<file path="config.mk">
export PLATFORM = sky130hd
export DESIGN_NAME = multiplicador_if_flat
export DESIGN_NICKNAME = d
export VERILOG_FILES = /design/src/rtl/multiplicador_pkg.sv /design/src/rtl/multiplicador_if_if.sv /design/src/rtl/multiplicador_tmo.sv /design/src/rtl/multiplicador_if.sv /design/src/flat_wrapper.sv
export SDC_FILE = /design/constraint.sdc
export NUM_CORES = 1
export LEC_CHECK = 0
export BUFFER_PORTS_ARGS = -buffer_cell sky130_fd_sc_hd__buf_2
export CAP_MARGIN = 20
export CORE_ASPECT_RATIO = 0.8
export CORE_UTILIZATION = 43
export DETAILED_ROUTE_END_ITERATION = 12
export PLACE_DENSITY_LB_ADDON = 0.08
export SLEW_MARGIN = 20
export SYNTH_ARGS = -nofsm -noshare
export SYNTH_HDL_FRONTEND = slang
export SYNTH_HIERARCHICAL = 1
export SYNTH_SLANG_ARGS = --single-unit
</file>
<file path="constraint.sdc">
create_clock -name clk -period 2.3 [get_ports clk]
set_clock_uncertainty 0.2 [all_clocks]
set_input_delay 0.345 -clock clk [delete_from_list [all_inputs] [get_ports clk]]
set_output_delay 0.345 -clock clk [all_outputs]
set_load 0.05 [all_outputs]
</file>
<file path="src/rtl/multiplicador_pkg.sv">
// Shared definitions for the multiplicador_if operand/result sequencer.
// Contents:
//   DEF_WIDTH, DEF_TMO_CYCLES - default operand width and per-phase wait limit
//   state_e                   - sequencer state encoding
//   cnt_width()               - bit width needed for a counter that reaches n-1
package multiplicador_pkg;

  localparam int unsigned DEF_WIDTH      = 8;
  localparam int unsigned DEF_TMO_CYCLES = 64;

  typedef enum logic [2:0] {
    StIdle     = 3'd0,
    StStart    = 3'd1,
    StWaitDone = 3'd2,
    StRelease  = 3'd3,
    StOut      = 3'd4
  } state_e;

  // At least one bit so a limit of 1 still yields a legal vector.
  function automatic int unsigned cnt_width(input int unsigned n);
    return (n > 1) ? $clog2(n) : 1;
  endfunction

endpackage

</file>
<file path="src/rtl/multiplicador_if_if.sv">
// Bundle of all handshake and data signals around multiplicador_if.
// Ports (signals):
//   in_valid/in_ready/in_a/in_b       - operand pair handshake
//   mul_start/mul_a/mul_b             - request to the shift-add multiplier
//   mul_done/mul_p                    - multiplier completion level and product
//   out_valid/out_ready/out_p         - result handshake
//   timeout                           - sticky multiplier no-response error
// Modports:
//   slave  - the sequencer side (multiplicador_if)
//   master - the environment side (operand source, multiplier, result sink)
interface multiplicador_if_if
  import multiplicador_pkg::*;
#(
  parameter int unsigned WIDTH = DEF_WIDTH
);

  logic               in_valid;
  logic               in_ready;
  logic [WIDTH-1:0]   in_a;
  logic [WIDTH-1:0]   in_b;
  logic               mul_start;
  logic [WIDTH-1:0]   mul_a;
  logic [WIDTH-1:0]   mul_b;
  logic               mul_done;
  logic [2*WIDTH-1:0] mul_p;
  logic               out_valid;
  logic               out_ready;
  logic [2*WIDTH-1:0] out_p;
  logic               timeout;

  modport slave (
    input  in_valid, in_a, in_b, mul_done, mul_p, out_ready,
    output in_ready, mul_start, mul_a, mul_b, out_valid, out_p, timeout
  );

  modport master (
    output in_valid, in_a, in_b, mul_done, mul_p, out_ready,
    input  in_ready, mul_start, mul_a, mul_b, out_valid, out_p, timeout
  );

endinterface

</file>
<file path="src/rtl/multiplicador_tmo.sv">
// Wait-phase cycle counter for multiplicador_if.
// Ports:
//   clk     - rising-edge clock
//   rst     - synchronous active-high reset
//   clear   - force count to zero (takes priority over enable)
//   enable  - count one cycle
//   expired - count has reached TMO_CYCLES-1
module multiplicador_tmo
  import multiplicador_pkg::*;
#(
  parameter int unsigned TMO_CYCLES = DEF_TMO_CYCLES
) (
  input  logic clk,
  input  logic rst,
  input  logic clear,
  input  logic enable,
  output logic expired
);

  localparam int unsigned CW = cnt_width(TMO_CYCLES);

  logic [CW-1:0] count;

  always_ff @(posedge clk) begin
    if (rst) begin
      count <= '0;
    end else if (clear) begin
      count <= '0;
    end else if (enable && !expired) begin
      // Holds at the limit rather than wrapping.
      count <= count + 1'b1;
    end
  end

  assign expired = (count == CW'(TMO_CYCLES - 1));

endmodule

</file>
<file path="src/rtl/multiplicador_if.sv">
// Sequencer that feeds operand pairs to an external shift-add multiplier using a
// level start/done protocol and returns the product through a valid/ready port.
// Zero operands short-circuit to a zero product without touching the multiplier.
// A multiplier that stalls in either wait phase raises a sticky timeout flag.
// Ports:
//   clk - rising-edge clock
//   rst - synchronous active-high reset
//   bus - multiplicador_if_if.slave (operand, multiplier and result signals)
module multiplicador_if
  import multiplicador_pkg::*;
#(
  parameter int unsigned WIDTH      = DEF_WIDTH,
  parameter int unsigned TMO_CYCLES = DEF_TMO_CYCLES
) (
  input logic                clk,
  input logic                rst,
  multiplicador_if_if.slave  bus
);

  state_e             state;
  logic               in_ready;
  logic               mul_start;
  logic [WIDTH-1:0]   mul_a;
  logic [WIDTH-1:0]   mul_b;
  logic               out_valid;
  logic [2*WIDTH-1:0] out_p;
  logic               timeout;
  logic               tmo_hit;  // current transaction timed out in the done phase
  logic               tmo_clear;
  logic               tmo_enable;
  logic               tmo_expired;

  // Clear on entry to either wait phase so each phase gets the full budget.
  always_comb begin
    tmo_clear  = (state == StStart) ||
                 ((state == StWaitDone) && (bus.mul_done || tmo_expired));
    tmo_enable = (state == StWaitDone) || (state == StRelease);
  end

  multiplicador_tmo #(
    .TMO_CYCLES (TMO_CYCLES)
  ) u_tmo (
    .clk     (clk),
    .rst     (rst),
    .clear   (tmo_clear),
    .enable  (tmo_enable),
    .expired (tmo_expired)
  );

  always_ff @(posedge clk) begin
    if (rst) begin
      state     <= StIdle;
      in_ready  <= 1'b1;
      mul_start <= 1'b0;
      mul_a     <= '0;
      mul_b     <= '0;
      out_valid <= 1'b0;
      out_p     <= '0;
      timeout   <= 1'b0;
      tmo_hit   <= 1'b0;
    end else begin
      unique case (state)
        StIdle: begin
          if (bus.in_valid) begin
            mul_a    <= bus.in_a;
            mul_b    <= bus.in_b;
            in_ready <= 1'b0;
            tmo_hit  <= 1'b0;
            if ((bus.in_a == '0) || (bus.in_b == '0)) begin
              out_p     <= '0;
              out_valid <= 1'b1;
              state     <= StOut;
            end else begin
              mul_start <= 1'b1;
              state     <= StStart;
            end
          end
        end
        StStart: begin
          state <= StWaitDone;
        end
        StWaitDone: begin
          // done wins over a simultaneous expiry.
          if (bus.mul_done) begin
            out_p     <= bus.mul_p;
            mul_start <= 1'b0;
            state     <= StRelease;
          end else if (tmo_expired) begin
            timeout   <= 1'b1;
            tmo_hit   <= 1'b1;
            mul_start <= 1'b0;
            state     <= StRelease;
          end
        end
        StRelease: begin
          if (!bus.mul_done) begin
            if (tmo_hit) begin
              in_ready <= 1'b1;
              state    <= StIdle;
            end else begin
              out_valid <= 1'b1;
              state     <= StOut;
            end
          end else if (tmo_expired) begin
            timeout  <= 1'b1;
            in_ready <= 1'b1;
            state    <= StIdle;
          end
        end
        StOut: begin
          if (bus.out_ready) begin
            out_valid <= 1'b0;
            in_ready  <= 1'b1;
            state     <= StIdle;
          end
        end
        default: begin
          state <= StIdle;
        end
      endcase
    end
  end

  assign bus.in_ready  = in_ready;
  assign bus.mul_start = mul_start;
  assign bus.mul_a     = mul_a;
  assign bus.mul_b     = mul_b;
  assign bus.out_valid = out_valid;
  assign bus.out_p     = out_p;
  assign bus.timeout   = timeout;

endmodule
</file>
<file path="src/flat_wrapper.sv">
// flat-port wrapper written by rule: the top's interface ports become plain ports
module multiplicador_if_flat import multiplicador_pkg::*;
#(
  parameter int unsigned WIDTH      = DEF_WIDTH,
  parameter int unsigned TMO_CYCLES = DEF_TMO_CYCLES
)
  (clk, rst, bus_in_valid, bus_in_a, bus_in_b, bus_mul_done, bus_mul_p, bus_out_ready, bus_in_ready, bus_mul_start, bus_mul_a, bus_mul_b, bus_out_valid, bus_out_p, bus_timeout);
  multiplicador_if_if #(.WIDTH(WIDTH)) bus_i ();
  input logic clk;
  input logic rst;
  input wire logic [$bits(bus_i.in_valid)-1:0] bus_in_valid;
  input wire logic [$bits(bus_i.in_a)-1:0] bus_in_a;
  input wire logic [$bits(bus_i.in_b)-1:0] bus_in_b;
  input wire logic [$bits(bus_i.mul_done)-1:0] bus_mul_done;
  input wire logic [$bits(bus_i.mul_p)-1:0] bus_mul_p;
  input wire logic [$bits(bus_i.out_ready)-1:0] bus_out_ready;
  output wire logic [$bits(bus_i.in_ready)-1:0] bus_in_ready;
  output wire logic [$bits(bus_i.mul_start)-1:0] bus_mul_start;
  output wire logic [$bits(bus_i.mul_a)-1:0] bus_mul_a;
  output wire logic [$bits(bus_i.mul_b)-1:0] bus_mul_b;
  output wire logic [$bits(bus_i.out_valid)-1:0] bus_out_valid;
  output wire logic [$bits(bus_i.out_p)-1:0] bus_out_p;
  output wire logic [$bits(bus_i.timeout)-1:0] bus_timeout;
  assign bus_i.in_valid = bus_in_valid;
  assign bus_i.in_a = bus_in_a;
  assign bus_i.in_b = bus_in_b;
  assign bus_i.mul_done = bus_mul_done;
  assign bus_i.mul_p = bus_mul_p;
  assign bus_i.out_ready = bus_out_ready;
  assign bus_in_ready = bus_i.in_ready;
  assign bus_mul_start = bus_i.mul_start;
  assign bus_mul_a = bus_i.mul_a;
  assign bus_mul_b = bus_i.mul_b;
  assign bus_out_valid = bus_i.out_valid;
  assign bus_out_p = bus_i.out_p;
  assign bus_timeout = bus_i.timeout;
  multiplicador_if #(.WIDTH(WIDTH), .TMO_CYCLES(TMO_CYCLES)) u_core (.clk(clk), .rst(rst), .bus(bus_i));
endmodule
</file>
==> results.md <==
- Crit share post-route: 0.941
- Layout cells sized above 1: 0.364
- Initial Utilization: 0.455
- Synth Cell Area: 1940 um^2
- Cts bufs inserted: 5
- Max-Slew Margin vs Limit: 0.483
- Post-layout nets: ~330
- Slowest Stage Delay on Critical Path: 0.34 ns
- CTS max path bufs: 2
- Top Family by Delay on Critical Path: simple AND/OR/NAND/NOR gates
- Reg-to-Reg Start: u_core/u_tmo/count[0]
- Vias: 1837
- Top Ports: 73
- Filler instances: 407
- Number of global-route vias before repair: 1510
- Critical-path top delay cell: dfxtp_2
- Post-synthesis cell count: 222
- Most used cell, CP: and3_2
- Congestion Overflow GR: 0
- CTS tree: done
- Ant. Diodes: 0
- Cts hold-fix bufs: 0
- Hold Path Origin: bus_out_ready
- Crit path buffers/inverters: 0
- Worst path cell trace: ha_2 > and3_2 > and3_2 > or2_2 > nand3_2 > a21oi_4 > or3_1 > mux2i_1
- Fmax: 0.462 GHz
- Worst setup startpoint: u_core/u_tmo/count[0]
- Worst skew pair latency: a little under 0.3 ns
- DRT Pass-1 Iters: 4
- Initial drt markers: 213
- Flop pwr share: 0.417
- First-pass GRT wire length: 7090 um
- Synthesized Nets: 260
- Post-synth EDFFs: 0
- Synth cell count leaders: 46 x dfxtp_1, 42 x nand2_1, 25 x nor2_1
- Detailed placement HPWL: 3130 um
- Slew @ Worst Pin: 0.775 ns
- Minimum clock period: between 2 and 2.5 ns
- Clock Power Share: 0.264
- Post-route DRC: 0
- Area of the multi-input gates: about 950 um^2
- IR drop worst, VDD: about 0.59 mV
- Net Switching: 804 uW
- Synth cell types: 47
- Largest cells by area after synthesis: dfxtp_1 48%, nand2_1 8.1%, a22oi_2 6.5%
- RSZ-0062 raised after global routing: no
- Hold/Removal Path Class: in -> reg
- Pwr/cell area: ~900 nW/um^2
- Synthesis Warnings: 6
- Worst Path Max Fanout: 4
- Setup crit end kind: flip-flop
- Sw Ratio: 0.363
- Final GP Congestion: 0.835
- Required @ worst endpoint: 2.32 ns
- Async S/R FF share, synth: 0
- Avg Inst Size Synth: around 8.7 um^2
- Critical Path AT: between 2 and 2.5 ns
- Antenna violations before repair: 0
- H-tree depth: 2
- FF/Latch Area: 922 um^2
- Total GRT Usage: 0.189
- Predominant post-synthesis flop cell: dfxtp_1
- Core Area: 4260 um^2
- IO buf count: 72
- Slew Limit Fails: 0
- Clock root cell: clkbuf_8
- Die height: 62.0 um
- Tot Pwr: 2220 uW
- Combinational power share: 0.319
- CP Launch Type: flip-flop
- Clock-pin slew on the worst setup and hold paths: 0.08 ns
- Routed WL: between 4000 and 5000 um
- Seq/Total Area, Yosys: 0.475
- Share of the synthesized area in the top cell type: 0.475
- Largest net degree at the start of global routing: 30
- Max-cap viol count: 0
- Seq cells post-synth: 46
- Area Growth Syn to Fin: 28.7%
- # clock sinks: 46
- Num rows: 21
- Endpoints failing setup: 0
- Routed Antenna Nets: 0
- P_int: 1410 uW
- Leakage: roughly 0.0011 uW
- Die W: 77.0 um
- TNS Setup: 0 ns
- Fin. Hold Viols: 0
- Setup Crit Path Kind: reg -> reg
- Yosys top cell by area: dfxtp_1
- Cell with the most instances after synthesis: dfxtp_1
- Run status: finished clean
- DIE AREA: approximately 4800 um^2
- WL/cell: 12.3 um
- DR vias/cell: 5.19
[sequential cells by signal, indices dropped and copies added (netlist names)]
name                  flops
u_core/bus.out_p         16
u_core/bus.mul_a          8
u_core/bus.mul_b          8
u_core/u_tmo/count        6
u_core/state              3
u_core/bus.in_ready       1
u_core/bus.mul_start      1
u_core/bus.out_valid      1
u_core/bus.timeout        1
u_core/tmo_hit            1
[through the flow]
step                std cells  worst slack, ns  utilization  hold slack, ns  cell area (um^2)
global placement          346            0.103        0.555           0.240              2360
detailed placement        346           0.0453        0.555           0.243              2360
global route              354           0.0214        0.586          0.0867              2490
CTS                       354           0.0298        0.581          0.0794              2470
floorplan                 222            0.137            -           0.222              1940
finish                    354            0.136        0.586          0.0908              2490
[cells in the final DEF (no fill, tap or decap), types with 3 or more instances in the layout]
cell type | netlist | routed
nor2_1 | 25 | 24
nor4_1 | 6 | 6
clkbuf_8 | 0 | 5
a31oi_1 | 3 | 3
buf_2 | 5 | 72
a22oi_2 | 10 | 10
or3_1 | 3 | 3
a21oi_1 | 21 | 20
a22oi_1 | 6 | 6
mux2i_1 | 3 | 3
nand2_1 | 42 | 42
buf_4 | 1 | 8
dfxtp_1 | 46 | 45
inv_1 | 5 | 5
[power by group through the flow]
stage / Combinational (uW) / Sequential, uW / Clock (uW)
after floorplan: 322 / 1140 / 0
after global routing: 773 / 938 / 640
after CTS: 695 / 924 / 604
final: 706 / 925 / 585
after global placement: 696 / 938 / 0
after detailed placement: 693 / 941 / 0
[final timing paths]
kind | end | slack, ns | cells past startpoint
worst min-delay path | u_core/bus.out_valid | 0.09 | 2
worst max register to register | u_core/u_tmo/count[0] | 0.14 | 8
worst min register to register | u_core/bus.mul_b[3] | 0.25 | 2
worst max-delay path | u_core/u_tmo/count[0] | 0.14 | 8
[what timing repair did]
| action | 4_1_cts | 5_1_grt |
|---|---|---|
| gates resized for setup | 0 | 6 |
| buffers inserted | 0 | 0 |
| setup endpoints to repair | 0 | 5 |
[routing by layer]
layer	vias to the layer above	GRT usage	part of all wire
met5	-	0	0
met2	75	0.287	0.43
met1	824	0.269	0.49
met4	0	0.0566	0.0066
li1	933	-	-
met3	5	0.0467	0.074
[final cells by class]
cell class / count / area share
Multi-Input combinational cell: 157 / 0.380
Sequential cell: 46 / 0.370
Timing Repair Buffer: 80 / 0.169
Clock buffer: 6 / 0.0291
Tap cell: 57 / 0.0286
Clock inverter: 2 / 0.0151
Inverter: 6 / 0.00903
[logic make-up (layout without fill, tap and decap cells)]
group / after synthesis / count (layout) / share of synthesized area
compound gates: 55 / 55 / 0.220
xor+xnor: 1 / 1 / 0.00452
simple gates: 97 / 97 / 0.232
fa+ha+maj: 1 / 1 / 0.00646
flops: 46 / 46 / 0.475
buf+inv: 19 / 94 / 0.0465
mux: 3 / 3 / 0.0155
No activity file was read; power rests on OpenSTA's default activity.
